$ cat src/rtl/duty_cycle_meter_mc.sv
// Multi-channel duty cycle meter: counts synchronised high cycles per channel over a
// WINDOW-cycle measurement window. Optional rising-edge counting under DUTY_EDGE_COUNT_EN.
module duty_cycle_meter_mc #(
  parameter int CHANNELS    = 4,
  parameter int CNT_W       = 16,
  parameter int WINDOW      = 1024,
  parameter int SYNC_STAGES = 2
) (
  input  logic                      clk,
  input  logic                      reset,
  input  logic [CHANNELS-1:0]       ring_in,
  input  logic                      enable,
  input  logic                      ack,
  output logic [CHANNELS*CNT_W-1:0] value,
  output logic                      valid,
  output logic                      overrun,
`ifdef DUTY_EDGE_COUNT_EN
  output logic [CHANNELS*CNT_W-1:0] edges,
  output logic                      busy
`else
  output logic                      busy
`endif
);

  localparam int WW = (WINDOW > 1) ? $clog2(WINDOW) : 1;
  localparam int FW = (SYNC_STAGES > 1) ? $clog2(SYNC_STAGES) : 1;
  localparam logic [WW-1:0] W_LAST = WW'(WINDOW - 1);
  localparam logic [FW-1:0] F_LAST = FW'(SYNC_STAGES - 1);

  localparam logic [1:0] S_IDLE  = 2'd0;
  localparam logic [1:0] S_FLUSH = 2'd1;
  localparam logic [1:0] S_MEAS  = 2'd2;

  function automatic logic [CNT_W-1:0] sat_add(input logic [CNT_W-1:0] a, input logic b);
    if (&a) return a;
    return a + CNT_W'(b);
  endfunction

  logic [SYNC_STAGES-1:0][CHANNELS-1:0] sync_q;
  logic [CHANNELS-1:0]                  s;
  logic [1:0]                           state_q, state_d;
  logic [FW-1:0]                        fc_q, fc_d;
  logic [WW-1:0]                        w_q, w_d;
  logic [CHANNELS-1:0][CNT_W-1:0]       hc_q, hc_d, hc_inc;
  logic [CHANNELS-1:0][CNT_W-1:0]       val_q, val_d;
  logic                                 valid_q, valid_d;
  logic                                 ovr_q, ovr_d;
  logic                                 win_end;

  assign s = sync_q[SYNC_STAGES-1];

  always_comb begin
    for (int i = 0; i < CHANNELS; i++) hc_inc[i] = sat_add(hc_q[i], s[i]);
  end

  // The final window cycle folds its own sample into the published result.
  assign win_end = (state_q == S_MEAS) && enable && (w_q == W_LAST);

  always_comb begin
    state_d = state_q;
    fc_d    = '0;
    w_d     = w_q;
    hc_d    = hc_q;
    case (state_q)
      S_IDLE: begin
        w_d  = '0;
        hc_d = '0;
        if (enable) state_d = S_FLUSH;
      end
      S_FLUSH: begin
        if (!enable) state_d = S_IDLE;
        else if (fc_q == F_LAST) begin
          state_d = S_MEAS;
          w_d     = '0;
        end else fc_d = fc_q + FW'(1);
      end
      S_MEAS: begin
        if (!enable) begin
          state_d = S_IDLE;
          w_d     = '0;
          hc_d    = '0;
        end else if (w_q == W_LAST) begin
          w_d  = '0;
          hc_d = '0;
        end else begin
          w_d  = w_q + WW'(1);
          hc_d = hc_inc;
        end
      end
      default: state_d = S_IDLE;
    endcase
  end

  // A completing window beats a simultaneous ack: the ack only retires the old result.
  always_comb begin
    val_d   = val_q;
    valid_d = valid_q;
    ovr_d   = ovr_q;
    if (win_end) begin
      val_d   = hc_inc;
      valid_d = 1'b1;
      ovr_d   = valid_q & ~ack;
    end else if (valid_q && ack) begin
      valid_d = 1'b0;
      ovr_d   = 1'b0;
    end
  end

  always_ff @(posedge clk or negedge reset) begin
    if (!reset) begin
      sync_q  <= '0;
      state_q <= S_IDLE;
      fc_q    <= '0;
      w_q     <= '0;
      hc_q    <= '0;
      val_q   <= '0;
      valid_q <= 1'b0;
      ovr_q   <= 1'b0;
    end else begin
      sync_q  <= {sync_q[SYNC_STAGES-2:0], ring_in};
      state_q <= state_d;
      fc_q    <= fc_d;
      w_q     <= w_d;
      hc_q    <= hc_d;
      val_q   <= val_d;
      valid_q <= valid_d;
      ovr_q   <= ovr_d;
    end
  end

  assign value   = val_q;
  assign valid   = valid_q;
  assign overrun = ovr_q;
  assign busy    = (state_q == S_FLUSH) || (state_q == S_MEAS);

`ifdef DUTY_EDGE_COUNT_EN
  logic [CHANNELS-1:0]            prev_q;
  logic [CHANNELS-1:0][CNT_W-1:0] ec_q, ec_d, ec_inc, edg_q, edg_d;

  // prev_q tracks s every cycle, so the first MEASURE cycle sees the last FLUSH sample.
  always_comb begin
    for (int i = 0; i < CHANNELS; i++) ec_inc[i] = sat_add(ec_q[i], s[i] & ~prev_q[i]);
    ec_d  = '0;
    edg_d = edg_q;
    if (state_q == S_MEAS && enable) begin
      if (w_q == W_LAST) edg_d = ec_inc;
      else ec_d = ec_inc;
    end
  end

  always_ff @(posedge clk or negedge reset) begin
    if (!reset) begin
      prev_q <= '0;
      ec_q   <= '0;
      edg_q  <= '0;
    end else begin
      prev_q <= s;
      ec_q   <= ec_d;
      edg_q  <= edg_d;
    end
  end

  assign edges = edg_q;
`endif

endmodule

$ cat config.mk
export PLATFORM = sky130hd
export DESIGN_NAME = duty_cycle_meter_mc
export DESIGN_NICKNAME = d
export VERILOG_FILES = /design/src/rtl/duty_cycle_meter_mc.sv
export SDC_FILE = /design/constraint.sdc
export NUM_CORES = 1
export LEC_CHECK = 0
export CAP_MARGIN = 20
export CORE_ASPECT_RATIO = 0.6
export CORE_MARGIN = 2
export CORE_UTILIZATION = 55
export CTS_BUF_LIST = sky130_fd_sc_hd__clkbuf_4
export DETAILED_ROUTE_END_ITERATION = 10
export PLACE_DENSITY = 0.77
export SYNTH_ARGS = -nofsm -noshare
export SYNTH_HDL_FRONTEND = slang
export SYNTH_SLANG_ARGS = --single-unit
$ cat constraint.sdc
create_clock -name clk -period 3.2 [get_ports clk]
set_input_delay 0.32 -clock clk [delete_from_list [all_inputs] [get_ports clk]]
set_output_delay 0.32 -clock clk [all_outputs]
set_load 0.005 [all_outputs]
==> results.md <==
- Summing all placed instances gives a cell area of 8610 sq um.
- The starting density of the core is between 50% and 60%.
- After clock tree synthesis, the repair step resized 0 gates.
- Detailed routing inserted a total of between 6000 and 7000 vias.
- The area of combinational cells with multiple inputs is 3680 sq um.
- After routing the design area is a little under 9000 sq um.
- Cells fill approximately two thirds of the core in the end.
- For the final routed database, the setup TNS stands at 0 ns.
- The critical path is of the flop to flop type.
- The H-tree generated during clock tree synthesis spans 4 levels.
- In this run the static leakage power is around 0.0035 uW.
- The synthesized netlist occupies a cell area of around 7800 sq um.
- The Yosys warning count is 0.
- The placement row count is 33.
- Relative to the synthesized area, the layout overhead comes to 14.4%.
- Counting both buffers and inverters, the worst setup path holds a total of 1.
- The top cell type by area accounts for between 40% and 50% of the synthesized area.
- The number of flops mapped to enable cells by yosys is 0.
- The sum of overflow across all layers after global routing is 0.
- The total area of sequential cells is around 3800 sq um.
- In the final layout, the share of cells above drive strength 1 is under 10%.
- Setup repair after global routing left no endpoint under its margin.
- The critical path required time is around 3.7 ns.
- The wire-length estimate of the detail-placed layout is approximately 12 mm.
- The floorplan step defined a die boundary enclosing 15100 sq um.
- The total count of max-transition violations in the final report is 0.
- For the final database, setup skew stands at roughly 0.017 ns.
- At the end of routability-driven placement, the weighted congestion stood at 0.883.
- Port buffering added 74 buffers.
- The via count of the first global-routing pass is roughly 6300.
- Of the synthesized area, sequential elements account for 48.6%.
- The clock transition at the registers of the reported paths is approximately 0.15 ns.
- The net count after synthesis is between 800 and 900.
- The most repeated library cell on the critical path is and3_1.
- On the worst path, the slowest cell contributes a delay of approximately 0.5 ns.
- 75 I/O pins were placed.
- In the final routed layout, each cell accounts on average for ~17 um.
- Across the VDD grid, the largest voltage drop is 0.262 mV.
- Across every metal layer, demand over resource in global routing totals between 20% and 30%.
- In this run, CTS created clock tree buffers numbering 17.
- For this run, the top clock speed supported by timing is around 430 MHz.
- The flop and latch count out of synthesis is roughly 150.
- At the end of the flow, the number of nets in the layout was about 910.
- For this design the ratio of total power to cell area is approximately 430 nW/um^2.
- Counting flops with an async set or reset pin after synthesis yields a share of 100%.
- By area the synthesized netlist is led by dfrtp_1 49%, nand2_1 5.9%, xnor2_1 4.3%.
- The post-layout minimum cycle time is ~2.3 ns.
- In the routed design, unresolved DRC markers number 0.
- Traced cell by cell, the critical path runs through ha_1 > and3_1 > and3_1 > a21oi_4 > buf_4 > o21ai_0 > a31oi_1.
- The buffer cell driving the clock tree root is clkbuf_4.
- The mean instance size in the synthesized netlist is a little over 9 sq um.
- The netlist uses 57 different library cells.
- The worst hold slack is ~0.18 ns.
- The power consumption is around 3900 uW.
- The slowest stage of the critical path is the buf_4 cell.
- The vertical extent of the die is approximately 96 um.
- In this run the tightest slew margin relative to its limit is about half.
- TritonCTS built the clock tree.
- The wire length of the first global-routing pass is 31.0 mm.
- The pin slew with the least headroom to its limit is 0.741 ns.
- The repair_antennas step left the layout with diodes totalling 0.
- The number of iterations in the first detailed-routing pass is 7.
- The setup violation total in the final timing report is 0.
- The number of antenna violations at the first check in global routing was 0.
- The fill cell instance count of the final layout is ~1100.
- The number of DRC markers after the initial detailed-route iteration is roughly 930.
- Entering global routing, the biggest net connects between 80 and 90 pins.
- The number of hold-slack violations in the final timing report is 0.
- The clock net in this run drives a total of between 150 and 200 sinks.
- The floorplan step set the die width to about 160 um.
- The run finished with clean final reports.
- The number of nets with antenna violations after routing is 0.
- The kind of cell adding the most delay to the critical path is compound AO/OA/AOI/OAI gates.
- Max-cap violations in this run came to 0.
- STA classifies the critical path startpoint as a flop.
- The part of the cycle the worst path needs is 73.0%.
- The maximum fanout count along the critical path is between 50 and 60.
- The maximum clock path buffer count is 2.
- The post-synthesis cell type with the largest combined area is dfrtp_1.
- The path class of the tightest hold or removal check is input pin to flop.
- Synthesis handed over a netlist of 838 instances.
- The most used flip-flop cell after synthesis is dfrtp_1.
- The area of the placeable core is approximately 14000 sq um.
- The arrival time of the worst setup path is around 2.8 ns.
- By count the netlist is led by 151 x dfrtp_1, 123 x nand2_1, 65 x o21ai_0, 56 x o21ai_1, 45 x a21oi_1.
- For the worst-skew pair, the clock arrives at the later sink with an insertion delay of ~0.56 ns.
- The worst setup path is captured at a flop.
- Among all cell types in the netlist, the one instantiated most often is dfrtp_1.
- The total length of routed wires is between 15 and 20 mm.
- The per-cell via count in the routed design is between 5 and 6.
-- metrics by stage --
step,worst slack (ns),cells
6_report,0.864,1095
5_1_grt,0.705,1095
4_1_cts,0.894,1095
3_5_place_dp,0.907,1062
3_3_place_gp,1.03,1062
2_1_floorplan,1.18,838
-- final cells by class --
| cell class | instances | area share, % |
|---|---|---|
| Clock buffer | 17 | 1.43 |
| Multi-Input combinational cell | 612 | 41.3 |
| Timing Repair Buffer | 86 | 9.52 |
| Sequential cell | 151 | 42.5 |
| Clock inverter | 15 | 1.63 |
| Tap cell | 192 | 2.70 |
| Inverter | 22 | 0.928 |
-- timing repair --
| action | 4_1_cts | 5_1_grt |
|---|---|---|
| hold endpoints to repair | 79 | 0 |
| hold buffers | 1 | 0 |
| buffers inserted | 0 | 0 |
-- layout by cell type (no fill, tap or decap), types with 4 or more instances in the layout --
cell and instances:
a22o_1 4, clkdlybuf4s50_1 73, a41oi_1 6, o21ai_1 56, o21ai_0 65, a21o_1 8, nand2b_1 14, nand2_1 123
xor2_1 16, clkbuf_4 17, nor4_2 4, inv_6 5, mux2i_1 4, nor2_1 22, xnor2_1 38, ha_1 13
dfrtp_1 151, and4_1 10, nand4_1 21, o31ai_1 6, a21oi_1 45, nand3_1 26, or3_1 18, nor3_1 12
buf_4 10, and3_1 14, a31oi_1 38, inv_1 21
-- per-layer routing --
layer / global-route usage (%) / part of all wire (%) / vias up
met4: 5.83 / 1.0 / 0
li1: - / - / 3120
met3: 6.53 / 6.4 / 29
met5: 0 / 0 / -
met2: 40.7 / 46 / 230
met1: 36.4 / 47 / 3167
-- flip-flops by register name (all words and copies together), names as in the netlist --
signal,count
value,64
fc_q,1
state_q,2
overrun,1
sync_q,4
valid,1
hc_q,64
s,4
w_q,10
-- worst paths after layout --
kind	startpoint	endpoint	slack, ns	depth (start not counted)
hold reg to reg	sync_q[0]$_DFF_PN0_	s[0]$_DFF_PN0_	0.37	0
hold / removal	ring_in[0]	sync_q[0]$_DFF_PN0_	0.18	1
max in group asynchronous	reset	hc_q[20]$_DFFE_PN0P_	1.99	3
setup reg to reg	w_q[0]$_DFFE_PN0P_	hc_q[51]$_DFFE_PN0P_	0.86	7
min in group asynchronous	reset	value[49]$_DFFE_PN0P_	0.35	2
setup / recovery	w_q[0]$_DFFE_PN0P_	hc_q[51]$_DFFE_PN0P_	0.86	7
-- logic make-up (layout without fill, tap and decap cells) --
logic type / count (synthesis) / after routing / share of synthesized area (%)
flops: 151 / 151 / 48.6
xor+xnor: 54 / 54 / 6.08
fa+ha+maj: 13 / 13 / 2.09
buf+inv: 75 / 140 / 4.15
simple gates: 288 / 288 / 19.1
mux: 5 / 5 / 0.660
compound gates: 252 / 252 / 19.3
-- where the power goes --
part           switching [uW]  internal [uW]  total, uW
Clock                     771            405       1180
Sequential               40.5           1940       1980
Combinational             499            212        711
Total                    1310           2560       3870
Note: power is estimated with default switching activity, not from simulation.
